==> src/rtl/bcd_a_bin_seq.sv <==
// Sequential packed-BCD to binary converter, one digit per clock, MS digit first.
// Optional invalid-digit detection is enabled by defining BCD_CHECK_EN.
module bcd_a_bin_seq #(
  parameter int DIGITS = 6,
  parameter int OUT_W  = 20
) (
  input  logic                  clk,
  input  logic                  rst_n,
  input  logic                  start,
  input  logic [4*DIGITS-1:0]   bcd_in,
  output logic                  busy,
  output logic                  done,
  output logic [OUT_W-1:0]      bin_out,
  output logic                  error
);

  localparam int IDX_W = (DIGITS > 1) ? $clog2(DIGITS) : 1;
  localparam int ACC_W = OUT_W + 4;

  typedef enum logic {IDLE, CONV} state_t;

  state_t              state;
  logic [4*DIGITS-1:0] shreg;
  logic [ACC_W-1:0]    acc;
  logic [ACC_W-1:0]    acc_next;
  logic [IDX_W-1:0]    idx;
  logic [3:0]          digit;

  // The operand shifts left each step so the digit being folded in is always the top nibble.
  assign digit    = shreg[4*DIGITS-1 -: 4];
  assign acc_next = (acc << 3) + (acc << 1) + ACC_W'(digit);

`ifdef BCD_CHECK_EN
  logic bad_flag;
  logic bad_now;

  assign bad_now = bad_flag | (digit > 4'd9);
`else
  assign error = 1'b0;
`endif

  always_ff @(posedge clk or negedge rst_n) begin
    if (!rst_n) begin
      state   <= IDLE;
      busy    <= 1'b0;
      done    <= 1'b0;
      bin_out <= '0;
      acc     <= '0;
      idx     <= '0;
      shreg   <= '0;
`ifdef BCD_CHECK_EN
      error    <= 1'b0;
      bad_flag <= 1'b0;
`endif
    end else begin
      done <= 1'b0;
      case (state)
        IDLE: begin
          if (start) begin
            shreg <= bcd_in;
            acc   <= '0;
            idx   <= IDX_W'(DIGITS - 1);
            busy  <= 1'b1;
            state <= CONV;
`ifdef BCD_CHECK_EN
            bad_flag <= 1'b0;
`endif
          end
        end
        CONV: begin
          acc   <= acc_next;
          shreg <= shreg << 4;
`ifdef BCD_CHECK_EN
          bad_flag <= bad_now;
`endif
          if (idx == '0) begin
            state <= IDLE;
            busy  <= 1'b0;
            done  <= 1'b1;
`ifdef BCD_CHECK_EN
            error   <= bad_now;
            bin_out <= bad_now ? '0 : acc_next[OUT_W-1:0];
`else
            bin_out <= acc_next[OUT_W-1:0];
`endif
          end else begin
            idx <= idx - 1'b1;
          end
        end
        default: state <= IDLE;
      endcase
    end
  end

endmodule

==> config.mk <==
export PLATFORM = sky130hd
export DESIGN_NAME = bcd_a_bin_seq
export DESIGN_NICKNAME = d
export VERILOG_FILES = /design/src/rtl/bcd_a_bin_seq.sv
export SDC_FILE = /design/constraint.sdc
export NUM_CORES = 1
export LEC_CHECK = 0
export CELL_PAD_IN_SITES_DETAIL_PLACEMENT = 0
export CELL_PAD_IN_SITES_GLOBAL_PLACEMENT = 2
export CORE_AREA = 3 3 113 115
export CTS_BUF_LIST = sky130_fd_sc_hd__clkbuf_8
export CTS_CLUSTER_DIAMETER = 150
export DETAILED_ROUTE_END_ITERATION = 7
export DIE_AREA = 0 0 116 118
export GPL_TIMING_DRIVEN = 0
export PLACE_DENSITY_LB_ADDON = 0.2
export SLEW_MARGIN = 30
export SYNTH_ARGS = -nofsm -noshare
export SYNTH_HDL_FRONTEND = slang
export SYNTH_SLANG_ARGS = --single-unit
==> constraint.sdc <==
create_clock -name clk -period 3 [get_ports clk]
set_input_delay 0.3 -clock clk [delete_from_list [all_inputs] [get_ports clk]]
set_output_delay 0.3 -clock clk [all_outputs]
set_load 0.005 [all_outputs]
==> impl_results.md <==
* Max-Cap Viols at 0
* Largest net degree at the start of global routing at 44
* Fin cells at 597
* Synth area leader: dfrtp_1
* Crit path DAT at 3150 ps
* Layout cells sized above 1 at 9.333%
* Die extent in x at 116 um
* Layout Nets at 511
* Worst-Margin Slew at 751.4 ps
* Number of routed nets with antenna violations at 0
* Antenna violations before repair at 0
* Most common cell on crit path: inv_1
* Worst Hold Class: primary input to async pin
* Synth Cell Area at 3881 um2
* First-pass GRT wire length at 16.54 mm
* Startpoint class of the critical path: flip-flop
* Clock transition at path regs at 80 ps
* Synthesized net count at 449
* Via density at 4.973
* Port bufs at 47
* Die height at 118 um
* Synth cell types at 49
* Setup crit end kind: flip-flop
* Slew Limit Headroom at 49.91%
* # diodes at 0
* Leakage power at 2.293 nW
* Area after DPL at 4561 um2
* DRC at 0
* Clock latency at the later pin of the worst-skew pair at 350 ps
* Final hold violation count at 0
* Synth area leaders: dfrtp_1 (44%), ha_1 (12%), mux2i_1 (6.4%)
* Area delta synth->final at 24.21%
* Top-area cell type share of the netlist area at 44.49%
* CP bufs+invs at 2
* Root buf cell: clkbuf_8
* Top delay family on crit path: compound AO/OA/AOI/OAI gates
* Crit-path max FO at 6
* Post-route cell area at 4821 um2
* Shortest period the worst path allows at 2881 ps
* CP max-delay cell: fa_1
* Status: finished clean
* Core ar. at 11,910 um2
* Via count at 2,969
* Achievable clock frequency at 347.1 MHz
* CP Cell Sequence: inv_1 -> fa_1 -> inv_1 -> fa_2 -> a21oi_2 -> o21ai_1 -> a221o_2 -> a2111oi_4 -> a31oi_4 -> o22ai_1
* Clock Skews at 5.094 ps
* CTS tree: done
* Die Area at 13,690 um2
* Initial Util at 32.58%
* Synth Flop Type: dfrtp_1
* Clock Path Buffers at 2
* Final period utilization at 96.04%
* Detailed Route Iter0 Violations at 90
* Top post-synthesis cells by count: dfrtp_1 (69), nand2_1 (65), ha_1 (36)
* Cells after synthesis at 384
* Clock buffer count from CTS at 9
* DR WL/cell at 16.80 um
* Placed cell count at 579
* IO Count at 50
* Asr flop ratio synth at 100.0%
* Gr ovfl total at 0
* CP Class: flip-flop to flip-flop
* Number of synthesized flops with an enable pin at 0
* Placer congestion estimate at 0.8248
* Top-count cell post-synth: dfrtp_1
* Final slew viol count at 0
* Final WL at 10.03 mm
* Mapped Avg Cell Area at 10.11 um2
* Worst IR Drop VDD at 297.0 uV
* FF+latch count, synth at 69
* Dpl hpwl at 7.398 mm
* YS warnings at 0
* Vias in the first global route at 3,155
* Fraction of the yosys area taken by sequential cells at 44.49%
* Total clock sinks at 69
* Number of cell rows at 40
* Crit path required time at 3270 ps
* # H-tree levels at 3
* Hold_ws at 403.1 ps
* Power Dens Cells at 1333 nW/um2
* Critical path's largest stage delay at 540 ps
* Final setup violation count at 0
* Global router's overall resource usage at 15.52%
* First-pass DRT Iterations at 4
-- metal layers --
metal | GRT usage (%) | vias up | part of all wire, %
li1 | - | 1485 | -
met1 | 21.35 | 1435 | 48
met2 | 24.14 | 40 | 48
met3 | 2.776 | 9 | 2.8
met4 | 5.946 | 0 | 1.5
met5 | 0 | - | 0
-- power by group --
group          switching, mW  internal (mW)
combinational           2.23           1.88
clock                  0.373          0.312
sequential             0.264           1.37
total                   2.87           3.56
-- sequential cells by signal, indices dropped and copies added, names as in the netlist --
register / flops
shreg: 24
bin_out: 20
acc: 19
idx: 3
busy: 1
done: 1
state: 1
-- worst register-to-register path, stage by stage (launching register included) --
cell	delay (ps)
dfrtp_1	360
inv_1	90
fa_1	540
inv_1	60
fa_2	360
a21oi_2	160
o21ai_1	110
a221o_2	490
a2111oi_4	380
a31oi_4	70
o22ai_1	170
-- cells by family after synthesis --
kind of cell | Yosys count | synth area share (%)
flip-flops | 69 | 44.49
buffers and inverters | 34 | 3.675
other | 1 | 0.09662
multiplexers | 31 | 8.285
adder cells (fa/ha/maj) | 38 | 12.64
XOR/XNOR | 14 | 3.159
AO/OA/AOI/OAI | 89 | 14.99
AND/OR/NAND/NOR | 108 | 12.67
-- cells in the final DEF, fill, tap and decap left out, types with 5 or more instances in the layout --
cell type | Yosys | layout
mux2i_1 | 25 | 25
xor2_1 | 6 | 6
ha_1 | 36 | 36
clkdlybuf4s50_1 | 0 | 46
clkbuf_8 | 0 | 10
dfrtp_1 | 69 | 69
o21ai_0 | 25 | 25
xnor2_1 | 8 | 8
nand3_1 | 5 | 5
a22o_1 | 13 | 13
nor2_1 | 16 | 16
a21o_1 | 6 | 6
a21oi_1 | 16 | 15
nand4_1 | 7 | 7
clkbuf_1 | 12 | 12
nand2_1 | 65 | 65
mux2_2 | 5 | 5
inv_1 | 15 | 16
-- area by class of cell --
cell class	instances	area [um2]
clock buffers	10	137.6
fillers	1205	7091
flip-flops and latches	69	1727
clock inverters	5	28.78
multi-input cells	281	2081
inverters	15	56.30
plain buffers	19	86.33
well taps	147	183.9
repair buffers	51	520.5
-- metrics by stage --
| stage | TNS [ps] | worst slack, ps | power (mW) | util [%] |
|---|---|---|---|---|
| final | 0 | 118.8 | 6.427 | 40.47 |
| after global routing | -14.33 | -11.13 | 7.045 | 40.47 |
| after CTS | 0 | 1.688 | 6.288 | 39.86 |
| after detailed placement | -136.4 | -47.41 | 5.555 | 38.29 |
| after global placement | -70520 | -1026 | 5.503 | 38.08 |
| after floorplan | 0 | 256.9 | 4.402 | - |
-- final timing paths --
kind	start	to	slack (ps)	cells after the start
setup / recovery	shreg[23]$_DFFE_PN0P_	bin_out[12]$_DFFE_PN0P_	120	10
hold / removal	rst_n	bin_out[8]$_DFFE_PN0P_	400	2
setup reg to reg	shreg[23]$_DFFE_PN0P_	bin_out[12]$_DFFE_PN0P_	120	10
hold reg to reg	bin_out[10]$_DFFE_PN0P_	bin_out[10]$_DFFE_PN0P_	480	2
max in group asynchronous	rst_n	idx[2]$_DFFE_PN0P_	2040	3
min in group clk	bin_out[10]$_DFFE_PN0P_	bin_out[10]$_DFFE_PN0P_	480	2
-- timing repair --
| action | in CTS | in global routing |
|---|---|---|
| pin swaps | 1 | 7 |
| hold buffers | 1 | 0 |
| endpoints found under the hold margin | 26 | 0 |
| setup buffers | 1 | 1 |
| gates resized for setup | 1 | 10 |
| endpoints found under the setup margin | 6 | 9 |
No activity file was read; power rests on OpenSTA's default activity.
==> RTL change 1: new RTL, config.mk and constraints unchanged <==
Register the inputs `start` and `bcd_in` before use, without a reset. The logic sees them one clock later.
--- a/src/rtl/bcd_a_bin_seq.sv
+++ b/src/rtl/bcd_a_bin_seq.sv
@@ -19,4 +19,12 @@
 
   typedef enum logic {IDLE, CONV} state_t;
+
+  logic start_q;
+  logic [4*DIGITS-1:0] bcd_q;
+
+  always_ff @(posedge clk) begin
+    start_q <= start;
+    bcd_q   <= bcd_in;
+  end
 
   state_t              state;
@@ -57,6 +65,6 @@
       case (state)
         IDLE: begin
-          if (start) begin
-            shreg <= bcd_in;
+          if (start_q) begin
+            shreg <= bcd_q;
             acc   <= '0;
             idx   <= IDX_W'(DIGITS - 1);
Formal check against the unedited RTL: not equivalent (Yosys sat finds a counterexample within 4 cycles, from zero or initial values and one cycle with rst_n low).
==> RTL change 1 against the unedited design <==
Count of clock-buffer cells in the layout is 1 lower; power grew 4.7%; largest power group unchanged; final cell count grew 6.7%; non-clock buffer count increased by 11; sequential cell count increased by 25; final area grew 11%; routed wire length decreased by 2.3%; fmax down 2.8%; setup slack worse by 0.083 ns; utilization is 4.6 points higher; area after synthesis up 12%.
==> RTL change 1: results (changes against the unedited design) <==
[global_routing]
grt_max_degree = 45  ; +2.3%
track_usage = 0.153  ; -0.00188
first_global_vias = 3180  ; +0.79%
grt_pass1_wl_um = 16400  ; -0.71%

[clock_network]
postCtsSetupBuffers = 5  ; +4
ctsResizeCount = 5  ; +4
clkTransAtPathRegs_ns = 0.10  ; +0.02 ns
clk_latency_ns = 0.37  ; +0.02 ns

[finish]
clkCellAreaFrac = 0.0366  ; +0.00210
fin_nets = 550  ; +7.6%
comb.multi_input.count = 283  ; +0.71%
stdcell_count = 637  ; +6.7%
seq_area_frac = 0.415  ; +0.0569
finalCoreUtilization = 0.450  ; +0.0457
nClkBuffers = 9  ; -1
drive_above_1_share = 0.100  ; +0.00667
reg.largest.list = bcd_q x24, shreg x24, bin_out x20
nFillCells = 1171  ; -2.8%
inv_count = 16  ; +1
buf_share = 0.128  ; +0.00169
buffers = 81  ; +16%

[worst_hold_path]
min_path_type = in -> reg

[yosys]
yosys-top-cells-count = 69 x dfrtp_1, 69 x nand2_1, 48 x o21ai_0, 36 x ha_1, 25 x dfxtp_1
ys_ff_latch = 94  ; +36%
synth_seq_area_share = 0.514  ; +0.0696
netlist_top_cells_area = dfrtp_1 40%, dfxtp_1 12%, ha_1 10%, nand2_1 6.0%, mux2i_1 5.5%
synth_fp_nets = 478  ; +6.5%
syn_avg_cell_area_sq_um = 10.5  ; +3.7%
synth_cell_types = 51  ; +4.1%
synthArstFlopShare = 0.734  ; -0.266

[place]
dpl_cell_area_sq_um = 5020  ; +10%
pre_cts_slack_ns = -0.272  ; -0.224 ns
io_buffers = 48  ; +2.1%
dp_hpwl_um = 7090  ; -4.2%

[flow_run]
drv_cap = 0  ; unchanged

[run_status]
outcome = completed

[critical_path]
crit_fanout = 2  ; -4
arrival_ns = 3.23  ; +0.08 ns
reg2reg_setup_slack_ns = 0.04  ; -0.08 ns

[timing]
finalClockSkew_ns = 0.00631  ; +0.00122 ns
slew_headroom = 0.518  ; +0.0185
hold_ws_ns = 0.362  ; -0.0411 ns
fin_crit_sh = 0.988  ; +0.0276

[pwr]
p_leak_nw = 2.50  ; +8.9%
power_density_nw_per_um2 = 1250  ; -5.9%

[drt]
vias = 3136  ; +5.6%
drt_iter0_drc = 107  ; +19%
wire_per_inst_um = 15.4  ; -8.4%

-- RTL change 1: final timing paths --
| path | start | to | cells after the start |
|---|---|---|---|
| max in group asynchronous | rst_n | acc[6] | 3 |
| max reg2reg | shreg[23] | bin_out[16] | 11 |
| min in group asynchronous | rst_n | idx[2] | 2 |
| max | shreg[23] | bin_out[16] | 11 |
| min | bcd_in[4] | bcd_q[4] | 1 |
| min reg2reg | bin_out[0] | bin_out[0] | 2 |
-- RTL change 1: kinds of logic (layout without fill, tap and decap cells) --
family                   Yosys count  count (layout)  synth area share
AO/OA/AOI/OAI                     97              97             0.141
XOR/XNOR                          16              16            0.0324
adder cells (fa/ha/maj)           38              38             0.113
buffers and inverters             36             113            0.0338
flip-flops                        94              94             0.514
multiplexers                      27              27            0.0642
other                              1               1          0.000866
AND/OR/NAND/NOR                  104             104            0.0997
-- RTL change 1: where the power goes --
group	internal (mW)	switching, mW	leakage [nW]	total [mW]
Combinational	1.78	2.11	1.31	3.88
Clock	0.391	0.468	0.107	0.860
Sequential	1.71	0.273	1.08	1.99
Total	3.88	2.85	2.50	6.73
-- RTL change 1: worst max-delay path, stage by stage (launching register included) --
cell      delay (ns)
dfrtp_1         0.38
inv_2           0.05
fa_1            0.54
inv_2           0.05
fa_2            0.36
a21o_4          0.22
a221oi_4        0.27
a21oi_2         0.11
a221o_1         0.33
a21oi_2         0.19
xnor2_2         0.10
mux2_4          0.26
-- RTL change 1: routing by layer --
metal | wire, um | part of all wire | vias up | GRT usage
met4 | 123 | 0.013 | 0 | 0.0566
met3 | 289 | 0.029 | 10 | 0.0283
met2 | 4390 | 0.45 | 51 | 0.223
met5 | 0 | 0 | - | 0
li1 | - | - | 1575 | -
met1 | 5000 | 0.51 | 1500 | 0.226
==> RTL change 2: new RTL, config.mk and constraints unchanged <==
Without the edit above. The option `BCD_CHECK_EN` is turned on by a define.
--- a/src/rtl/bcd_a_bin_seq.sv
+++ b/src/rtl/bcd_a_bin_seq.sv
@@ -1,4 +1,6 @@
 // Sequential packed-BCD to binary converter, one digit per clock, MS digit first.
 // Optional invalid-digit detection is enabled by defining BCD_CHECK_EN.
+`define BCD_CHECK_EN
+
 module bcd_a_bin_seq #(
   parameter int DIGITS = 6,
Function: changed (Yosys sat finds a counterexample within 10 cycles, from zero or initial values and one cycle with rst_n low).
==> RTL change 2 against the unedited design <==
Critical path depth is 1 lower; routed wire length is 2.4% lower; area after synthesis is 2.3% higher; die area stayed put; sequential cell count is 2 higher; final area is 1.7% higher; clock skew is 0.010 ns higher; global-route usage hardly changed; setup slack better by 0.021 ns; power is 0.16% lower; critical path type unchanged.
==> RTL change 2: results (changes against the unedited design) <==
[clock_network]
ctsResizeCount = 0  ; -1
clk_latency_ns = 0.37  ; +0.02 ns

[critical_path]
critical_path.top_delay_family = adder cells
crit_fanout = 3  ; -3
cpPeakStageDelay_ns = 0.51  ; -0.03 ns

[place]
dp_hpwl_um = 7430  ; +0.43%
dp.cells = 573  ; -1.0%

[global_routing]
first_global_vias = 3195  ; +1.3%
grt_max_degree = 48  ; +9.1%
grt_pass1_wl_um = 16500  ; -0.37%

[pwr]
p_leak_nw = 2.30  ; +0.39%
vdd_drop_max_mv = 0.338  ; +14%

[yosys]
yosys-top-cells-count = 71 x dfrtp_1, 36 x ha_1, 35 x nand2_1, 32 x o21ai_0, 30 x a22o_1
syn_avg_cell_area_sq_um = 10.6  ; +4.5%
synth_fp_nets = 441  ; -1.8%
synth_cell_types = 47  ; -4.1%
synth_fa_ha_area_frac = 0.124  ; -0.00287

[drt]
wl_met2_um = 4850  ; +1.5%
wl_met3_um = 329  ; +18%
wirelength_um = 9790  ; -2.4%
drt_iter0_drc = 89  ; -1.1%

[run_status]
outcome = completed

[finish]
ff_latch_area_sq_um = 1780  ; +2.9%
fin_nets = 503  ; -1.6%
stdcell_count = 590  ; -1.2%

[timing]
hold_ws_ns = 0.380  ; -0.0230 ns
tightest_slew_ns = 0.747  ; -0.00485 ns

RTL change 2: cell types whose count changed after synthesis, moves of 3 or more:
cell	change
nand2_1	-30
a22o_1	+17
o21ai_0	+7
and2_1	+5
xnor2_1	+5
mux2_2	-4
nand4_1	-4
a21oi_1	-3
nand3_1	+3
o21ai_1	-3
RTL change 2: power by group:
part | internal, mW | switching (mW) | leakage (nW)
Clock | 0.378 | 0.385 | 0.0978
Sequential | 1.38 | 0.265 | 0.906
Combinational | 1.85 | 2.16 | 1.30
Total | 3.61 | 2.81 | 2.30
RTL change 2: final cells by class:
cell class | instances | share of cell area
well taps | 147 | 0.0375
plain buffers | 19 | 0.0151
inverters | 14 | 0.0107
clock inverters | 7 | 0.0135
clock buffers | 9 | 0.0253
repair buffers | 51 | 0.107
multi-input cells | 272 | 0.428
flip-flops and latches | 71 | 0.362
